$ cat src/rtl/axil_lite_master_pkg.sv
// axil_lite_master_pkg: shared state encoding, AXI response codes and camera register map
package axil_pkg;

    localparam logic [2:0] ST_IDLE    = 3'd0;
    localparam logic [2:0] ST_WR      = 3'd1;
    localparam logic [2:0] ST_WR_RESP = 3'd2;
    localparam logic [2:0] ST_RD_ADDR = 3'd3;
    localparam logic [2:0] ST_RD_DATA = 3'd4;
    localparam logic [2:0] ST_RSP     = 3'd5;

    typedef enum logic [2:0] {
        IDLE    = ST_IDLE,
        WR      = ST_WR,
        WR_RESP = ST_WR_RESP,
        RD_ADDR = ST_RD_ADDR,
        RD_DATA = ST_RD_DATA,
        RSP     = ST_RSP
    } state_t;

    localparam logic [1:0] RESP_OKAY   = 2'b00;
    localparam logic [1:0] RESP_SLVERR = 2'b10;
    localparam logic [1:0] RESP_DECERR = 2'b11;

    localparam logic [31:0] CAM_BASE       = 32'h8000_0000;
    localparam logic [31:0] REG_ACK        = 32'h0;
    localparam logic [31:0] REG_CAM_EN     = 32'h4;
    localparam logic [31:0] REG_CAM_ADDR_1 = 32'h8;
    localparam logic [31:0] REG_CAM_ADDR_2 = 32'hC;

    // Absolute byte address of a camera-control register.
    function automatic logic [31:0] cam_reg(input logic [31:0] off);
        return CAM_BASE | off;
    endfunction

endpackage

$ cat src/rtl/axil_lite_master_if.sv
// axil_lite_master_if: AXI4-Lite bus bundle with master/slave views
interface axil_lite_master_if #(
    parameter int ADDR_W = 32,
    parameter int DATA_W = 32
);
    logic                awvalid;
    logic                awready;
    logic [ADDR_W-1:0]   awaddr;
    logic                wvalid;
    logic                wready;
    logic [DATA_W-1:0]   wdata;
    logic [DATA_W/8-1:0] wstrb;
    logic                bvalid;
    logic                bready;
    logic [1:0]          bresp;
    logic                arvalid;
    logic                arready;
    logic [ADDR_W-1:0]   araddr;
    logic                rvalid;
    logic                rready;
    logic [DATA_W-1:0]   rdata;
    logic [1:0]          rresp;

    modport master (
        output awvalid, awaddr, wvalid, wdata, wstrb, bready, arvalid, araddr, rready,
        input  awready, wready, bvalid, bresp, arready, rvalid, rdata, rresp
    );

    modport slave (
        input  awvalid, awaddr, wvalid, wdata, wstrb, bready, arvalid, araddr, rready,
        output awready, wready, bvalid, bresp, arready, rvalid, rdata, rresp
    );
endinterface

$ cat src/rtl/axil_lite_master.sv
// axil_lite_master: single-outstanding AXI4-Lite initiator; watchdog enabled by AXIL_TIMEOUT_EN
module axil_lite_master
    import axil_pkg::*;
#(
    parameter int ADDR_W         = 32,
    parameter int DATA_W         = 32,
    parameter int TIMEOUT_CYCLES = 1024
) (
    input  logic               clk,
    input  logic               rst,
    input  logic               cmd_valid,
    output logic               cmd_ready,
    input  logic               cmd_write,
    input  logic [ADDR_W-1:0]  cmd_addr,
    input  logic [DATA_W-1:0]  cmd_wdata,
    input  logic [3:0]         cmd_wstrb,
    output logic               rsp_valid,
    input  logic               rsp_ready,
    output logic [DATA_W-1:0]  rsp_rdata,
    output logic [1:0]         rsp_resp,
    output logic               busy,
    axil_lite_master_if.master m_axi
);

    state_t            state, state_n;
    logic [ADDR_W-1:0] addr_q;
    logic [DATA_W-1:0] wdata_q;
    logic [3:0]        wstrb_q;
    logic              aw_done, w_done;
    logic              accept, active, aw_ok, w_ok, tmo;

    // Four-bit strobes only cover a 32-bit bus; the watchdog counter is 16 bits wide.
    if (DATA_W != 32 || TIMEOUT_CYCLES < 2 || TIMEOUT_CYCLES > 65536) begin : g_param_chk
        $error("axil_lite_master: DATA_W must be 32 and TIMEOUT_CYCLES within 2..65536");
    end

    assign cmd_ready = (state == IDLE) && !rst;
    assign accept    = cmd_valid && cmd_ready;
    assign busy      = state != IDLE;
    assign rsp_valid = state == RSP;
    assign active    = state inside {WR, WR_RESP, RD_ADDR, RD_DATA};

    // AW and W complete independently; a channel counts as done once its handshake has happened.
    assign aw_ok = aw_done || m_axi.awready;
    assign w_ok  = w_done || m_axi.wready;

    assign m_axi.awvalid = (state == WR) && !aw_done;
    assign m_axi.wvalid  = (state == WR) && !w_done;
    assign m_axi.bready  = state == WR_RESP;
    assign m_axi.arvalid = state == RD_ADDR;
    assign m_axi.rready  = state == RD_DATA;
    assign m_axi.awaddr  = addr_q;
    assign m_axi.araddr  = addr_q;
    assign m_axi.wdata   = wdata_q;
    assign m_axi.wstrb   = wstrb_q;

`ifdef AXIL_TIMEOUT_EN
    logic [15:0] cnt;

    // Watchdog restarts with every accepted command and runs while a transaction is open.
    always_ff @(posedge clk) begin
        if (rst || accept) cnt <= '0;
        else if (active) cnt <= cnt + 16'd1;
    end

    // >= keeps the abort sticky if a channel handshake raced the limit.
    assign tmo = active && (cnt >= 16'(TIMEOUT_CYCLES - 1));
`else
    assign tmo = 1'b0;
`endif

    // State register.
    always_ff @(posedge clk) begin
        if (rst) state <= IDLE;
        else state <= state_n;
    end

    // Next-state logic; a real slave response wins over a simultaneous watchdog abort.
    always_comb begin
        state_n = state;
        case (state)
            IDLE:    state_n = accept ? (cmd_write ? WR : RD_ADDR) : IDLE;
            WR:      state_n = (aw_ok && w_ok) ? WR_RESP : tmo ? RSP : WR;
            WR_RESP: state_n = (m_axi.bvalid || tmo) ? RSP : WR_RESP;
            RD_ADDR: state_n = m_axi.arready ? RD_DATA : tmo ? RSP : RD_ADDR;
            RD_DATA: state_n = (m_axi.rvalid || tmo) ? RSP : RD_DATA;
            RSP:     state_n = rsp_ready ? IDLE : RSP;
            default: state_n = IDLE;
        endcase
    end

    // Command capture, per-channel completion flags and response capture.
    always_ff @(posedge clk) begin
        if (rst) begin
            addr_q    <= '0;
            wdata_q   <= '0;
            wstrb_q   <= '0;
            aw_done   <= 1'b0;
            w_done    <= 1'b0;
            rsp_rdata <= '0;
            rsp_resp  <= RESP_OKAY;
        end else begin
            if (accept) begin
                addr_q  <= cmd_addr;
                wdata_q <= cmd_wdata;
                wstrb_q <= cmd_wstrb;
                aw_done <= 1'b0;
                w_done  <= 1'b0;
            end else if (state == WR) begin
                aw_done <= aw_ok;
                w_done  <= w_ok;
            end
            if (state == WR_RESP && m_axi.bvalid) begin
                rsp_rdata <= '0;
                rsp_resp  <= m_axi.bresp;
            end else if (state == RD_DATA && m_axi.rvalid) begin
                rsp_rdata <= m_axi.rdata;
                rsp_resp  <= m_axi.rresp;
            end else if (tmo) begin
                rsp_rdata <= '0;
                rsp_resp  <= RESP_DECERR;
            end
        end
    end

endmodule

$ cat src/flat_wrapper.sv
// flat-port wrapper written by rule: the top's interface ports become plain ports
module axil_lite_master_flat import axil_pkg::*;
#(
    parameter int ADDR_W         = 32,
    parameter int DATA_W         = 32,
    parameter int TIMEOUT_CYCLES = 1024
)
  (clk, rst, cmd_valid, cmd_ready, cmd_write, cmd_addr, cmd_wdata, cmd_wstrb, rsp_valid, rsp_ready, rsp_rdata, rsp_resp, busy, m_axi_awvalid, m_axi_awaddr, m_axi_wvalid, m_axi_wdata, m_axi_wstrb, m_axi_bready, m_axi_arvalid, m_axi_araddr, m_axi_rready, m_axi_awready, m_axi_wready, m_axi_bvalid, m_axi_bresp, m_axi_arready, m_axi_rvalid, m_axi_rdata, m_axi_rresp);
  axil_lite_master_if #(.ADDR_W(ADDR_W), .DATA_W(DATA_W)) m_axi_i ();
  input  logic clk;
  input  logic rst;
  input  logic cmd_valid;
  output logic cmd_ready;
  input  logic cmd_write;
  input  logic [ADDR_W-1:0] cmd_addr;
  input  logic [DATA_W-1:0] cmd_wdata;
  input  logic [3:0] cmd_wstrb;
  output logic rsp_valid;
  input  logic rsp_ready;
  output logic [DATA_W-1:0] rsp_rdata;
  output logic [1:0] rsp_resp;
  output logic busy;
  output wire logic [$bits(m_axi_i.awvalid)-1:0] m_axi_awvalid;
  output wire logic [$bits(m_axi_i.awaddr)-1:0] m_axi_awaddr;
  output wire logic [$bits(m_axi_i.wvalid)-1:0] m_axi_wvalid;
  output wire logic [$bits(m_axi_i.wdata)-1:0] m_axi_wdata;
  output wire logic [$bits(m_axi_i.wstrb)-1:0] m_axi_wstrb;
  output wire logic [$bits(m_axi_i.bready)-1:0] m_axi_bready;
  output wire logic [$bits(m_axi_i.arvalid)-1:0] m_axi_arvalid;
  output wire logic [$bits(m_axi_i.araddr)-1:0] m_axi_araddr;
  output wire logic [$bits(m_axi_i.rready)-1:0] m_axi_rready;
  input wire logic [$bits(m_axi_i.awready)-1:0] m_axi_awready;
  input wire logic [$bits(m_axi_i.wready)-1:0] m_axi_wready;
  input wire logic [$bits(m_axi_i.bvalid)-1:0] m_axi_bvalid;
  input wire logic [$bits(m_axi_i.bresp)-1:0] m_axi_bresp;
  input wire logic [$bits(m_axi_i.arready)-1:0] m_axi_arready;
  input wire logic [$bits(m_axi_i.rvalid)-1:0] m_axi_rvalid;
  input wire logic [$bits(m_axi_i.rdata)-1:0] m_axi_rdata;
  input wire logic [$bits(m_axi_i.rresp)-1:0] m_axi_rresp;
  assign m_axi_awvalid = m_axi_i.awvalid;
  assign m_axi_awaddr = m_axi_i.awaddr;
  assign m_axi_wvalid = m_axi_i.wvalid;
  assign m_axi_wdata = m_axi_i.wdata;
  assign m_axi_wstrb = m_axi_i.wstrb;
  assign m_axi_bready = m_axi_i.bready;
  assign m_axi_arvalid = m_axi_i.arvalid;
  assign m_axi_araddr = m_axi_i.araddr;
  assign m_axi_rready = m_axi_i.rready;
  assign m_axi_i.awready = m_axi_awready;
  assign m_axi_i.wready = m_axi_wready;
  assign m_axi_i.bvalid = m_axi_bvalid;
  assign m_axi_i.bresp = m_axi_bresp;
  assign m_axi_i.arready = m_axi_arready;
  assign m_axi_i.rvalid = m_axi_rvalid;
  assign m_axi_i.rdata = m_axi_rdata;
  assign m_axi_i.rresp = m_axi_rresp;
  axil_lite_master #(.ADDR_W(ADDR_W), .DATA_W(DATA_W), .TIMEOUT_CYCLES(TIMEOUT_CYCLES)) u_core (.clk(clk), .rst(rst), .cmd_valid(cmd_valid), .cmd_ready(cmd_ready), .cmd_write(cmd_write), .cmd_addr(cmd_addr), .cmd_wdata(cmd_wdata), .cmd_wstrb(cmd_wstrb), .rsp_valid(rsp_valid), .rsp_ready(rsp_ready), .rsp_rdata(rsp_rdata), .rsp_resp(rsp_resp), .busy(busy), .m_axi(m_axi_i));
endmodule
$ cat config.mk
export PLATFORM = sky130hd
export DESIGN_NAME = axil_lite_master_flat
export DESIGN_NICKNAME = d
export VERILOG_FILES = /design/src/rtl/axil_lite_master_pkg.sv /design/src/rtl/axil_lite_master_if.sv /design/src/rtl/axil_lite_master.sv /design/src/flat_wrapper.sv
export SDC_FILE = /design/constraint.sdc
export NUM_CORES = 1
export LEC_CHECK = 0
export ABC_AREA = 1
export CORE_UTILIZATION = 40
export DETAILED_ROUTE_END_ITERATION = 7
export GPL_ROUTABILITY_DRIVEN = 0
export PLACE_DENSITY = 0.95
export SYNTH_ARGS = -nofsm -noshare
export SYNTH_HDL_FRONTEND = slang
export SYNTH_SLANG_ARGS = --single-unit
$ cat constraint.sdc
create_clock -name clk -period 2.1 [get_ports clk]
set_input_delay 0.42 -clock clk [delete_from_list [all_inputs] [get_ports clk]]
set_output_delay 0.42 -clock clk [all_outputs]
set_load 0.005 [all_outputs]
==> results.py <==
metrics = {
    "placed_design": {
        "dp_hpwl_mm": 9.63,
        "placed_cell_area_um2": 6720,
        "port_buffers": 255,
    },
    "critical_path": {
        "cp_data_required_time_ps": 1680,
        "critPathCaptureType": "output pin",
        "critPathMaxFanout": 7,
        "crit_type": "flop to output pin",
        "r2r_slack_ps": 550,
        "startpoint_type": "flop",
        "rr_worst_depth": 7,
        "r2r-end": "u_core.m_axi.wdata[14]$_SDFFE_PP0N_",
        "r2r_start": "u_core.state[0]$_SDFF_PP0_",
        "arrival_ps": 1550,
    },
    "run_status": {
        "status": "completed",
    },
    "global_routing": {
        "use_met2_pct": 42.4,
        "grt_max_degree": 69,
        "grt_usage_pct": 22.5,
        "antenna_found_initial": 0,
        "grt_pass1_vias": 4104,
        "grt-busiest-layer": "met2",
        "grtUsageMet1_pct": 24.3,
        "grt_overflow": 0,
        "grt_first_pass_wirelength_mm": 19.8,
        "use_met3_pct": 6.37,
    },
    "clock_tree": {
        "cts_tree": "yes",
        "htree_levels": 3,
        "cts.sink_count": 107,
        "clk_latency_ps": 360,
        "clk_pin_slew_ps": 90,
        "cts_buffer_depth": 2,
        "numCtsBuffers": 9,
        "clockRootBuffer": "clkbuf_8",
    },
    "detailed_routing": {
        "via_count": 4399,
        "drtPass1Iterations": 4,
        "drt_iter0_markers": 195,
        "ant_nets": 0,
        "wl_per_cell_um": 14.4,
        "viasPerCell": 4.85,
        "wirelength_mm": 13.0,
        "drcViolationCount": 0,
    },
    "cells_and_area": {
        "antenna_cells": 0,
        "final_common_cell": "clkdlybuf4s50_1",
        "drive_above_1_share_pct": 6.36,
        "syn2layout_area_growth_pct": 63.0,
        "layout_common_cells": "clkdlybuf4s50_1, nand3_1, nand2_1, dfxtp_1, a21oi_1",
        "final_area_um2": 6970,
        "fin_nets": 880,
    },
    "sta": {
        "fin_crit_ps": 1970,
        "slew_viol_final": 0,
        "tns_ps": 0,
        "fin_skew_ps": 19.5,
        "hold_viol": 0,
        "period_share_pct": 93.9,
        "rsz0062_at_grt": "false",
        "relSlewSlack_pct": 65.6,
        "worstMarginPinSlew_ps": 517,
        "setup-violations-final": 0,
        "fmax_mhz": 507,
    },
    "power": {
        "p_seq_share_pct": 48.5,
        "switchingPower_mw": 1.27,
        "p_clk_share_pct": 27.7,
        "p_comb_share_pct": 23.8,
        "p_leak_nw": 2.90,
        "power_switching_share_pct": 26.7,
        "p_int_mw": 3.47,
        "ir_drop_mv": 0.408,
        "power.density_nw_per_um2": 679,
    },
    "die": {
        "dieArea_um2": 11100,
        "core-area_um2": 10300,
        "die_h_um": 105,
        "pin_count": 256,
        "initial_core_util_pct": 41.4,
        "row_count": 37,
        "die_x_um": 105,
    },
    "synthesis": {
        "ys_ff_latch": 107,
        "ys_warn_count": 0,
        "synthesis.nets": 668,
        "synth_area_um2": 4280,
        "synthCells": 554,
        "synthTopCellsByArea": "dfxtp_1, nand3_1, nand2_1, buf_4, a21oi_1",
        "synth.distinct_cells": 20,
        "yosysTopAreaCell": "dfxtp_1",
        "netlist.area_leader.share_pct": 50.1,
        "avgSynthCellArea_um2": 7.72,
        "synth_seq_area_share_pct": 50.1,
    },
    "hold_path": {
        "hold_start": "u_core.rsp_rdata[26]$_SDFFE_PP0P_",
        "min_path_cells": 2,
        "hp-class": "flop to flop",
        "worstHoldEndpoint": "u_core.rsp_rdata[26]$_SDFFE_PP0P_",
    },
    "job": {
        "drv_cap": 0,
    },
}
## final cells by class
class                      instances  area (µm²)
clock buffer                      10         138
clock inverter                     6        72.6
fill                             818        3350
inverter                          21        78.8
multi-input combinational        355        1630
sequential                       107        2150
tap                              136         170
timing repair buffer             272        2740
## critical path: stages, from the launching register on
cell             delay [ps]
dfxtp_2                 390
inv_2                   120
nand3_1                 130
inv_1                    70
clkdlybuf4s50_1         500
## registers in the layout (all words and copies together), names as in the netlist
signal / count
u_core.aw_done: 1
u_core.m_axi.araddr: 32
u_core.rsp_resp: 2
u_core.state: 3
u_core.rsp_rdata: 32
u_core.w_done: 1
u_core.m_axi.wstrb: 4
u_core.m_axi.wdata: 32
## metrics by stage
stage          instances  utilization (%)  hold WS, ps  power, mW  setup slack, ps
6_report             907             67.5          467       4.74              129
5_1_grt              907             67.5          489       4.96             5.04
4_1_cts              907             67.4          469       4.79             4.82
3_5_place_dp         888             65.1          454       3.47             48.4
3_3_place_gp         888             65.1          450       3.43             48.2
2_1_floorplan        554                -          459       2.77              779
## what timing repair did
item                                    CTS  global route
resized for setup                         8             3
setup buffers                             3             0
cloned                                    0             0
hold endpoints to repair                  0             0
hold buffers                              0             0
endpoints found under the setup margin    4             2
pin swaps                                 3             0
## synthesized netlist by cell type
library cell / n
nand3_2: 2
buf_1: 6
o21ai_0: 1
nand4_1: 1
nand3_1: 147
inv_1: 18
nor2_2: 1
buf_2: 17
clkbuf_1: 7
a21oi_1: 34
nor2_4: 2
nor3_1: 2
nand2_2: 1
nor2_1: 18
buf_6: 2
inv_2: 3
nand4_2: 1
nand2_1: 145
buf_4: 39
dfxtp_1: 107
## how the worst max path moves through the flow
stage,startpoint,end,slack [ps],cells after the start
6_report,u_core.state[2]$_SDFF_PP0_,m_axi_bready,130,4
3_3_place_gp,rst,cmd_ready,50,3
2_1_floorplan,u_core.state[0]$_SDFF_PP0_,cmd_ready,780,4
3_5_place_dp,rst,cmd_ready,50,3
4_1_cts,u_core.state[1]$_SDFF_PP0_,m_axi_wvalid,5,6
5_1_grt,u_core.state[0]$_SDFF_PP0_,m_axi_rready,5,4
## power by group through the flow
stage	Sequential (mW)	Combinational, mW	Clock, mW
floorplan	2.34	0.435	0
global route	2.32	1.22	1.43
detailed placement	2.34	1.12	0
CTS	2.30	1.14	1.35
global placement	2.33	1.10	0
finish	2.30	1.13	1.31
## cells by family after synthesis
group	synth area share, %
AND/OR/NAND/NOR	33.5
flip-flops	50.1
buffers and inverters	12.3
AO/OA/AOI/OAI	4.10
## layer usage
layer / share of wire (%) / wire [µm] / vias to the layer above
met1: 39 / 5090 / 2013
met5: 0 / 0 / -
met2: 52 / 6780 / 179
met3: 8.1 / 1060 / 10
met4: 0.81 / 106 / 0
li1: - / - / 2197
Note: power is estimated with default switching activity, not from simulation.
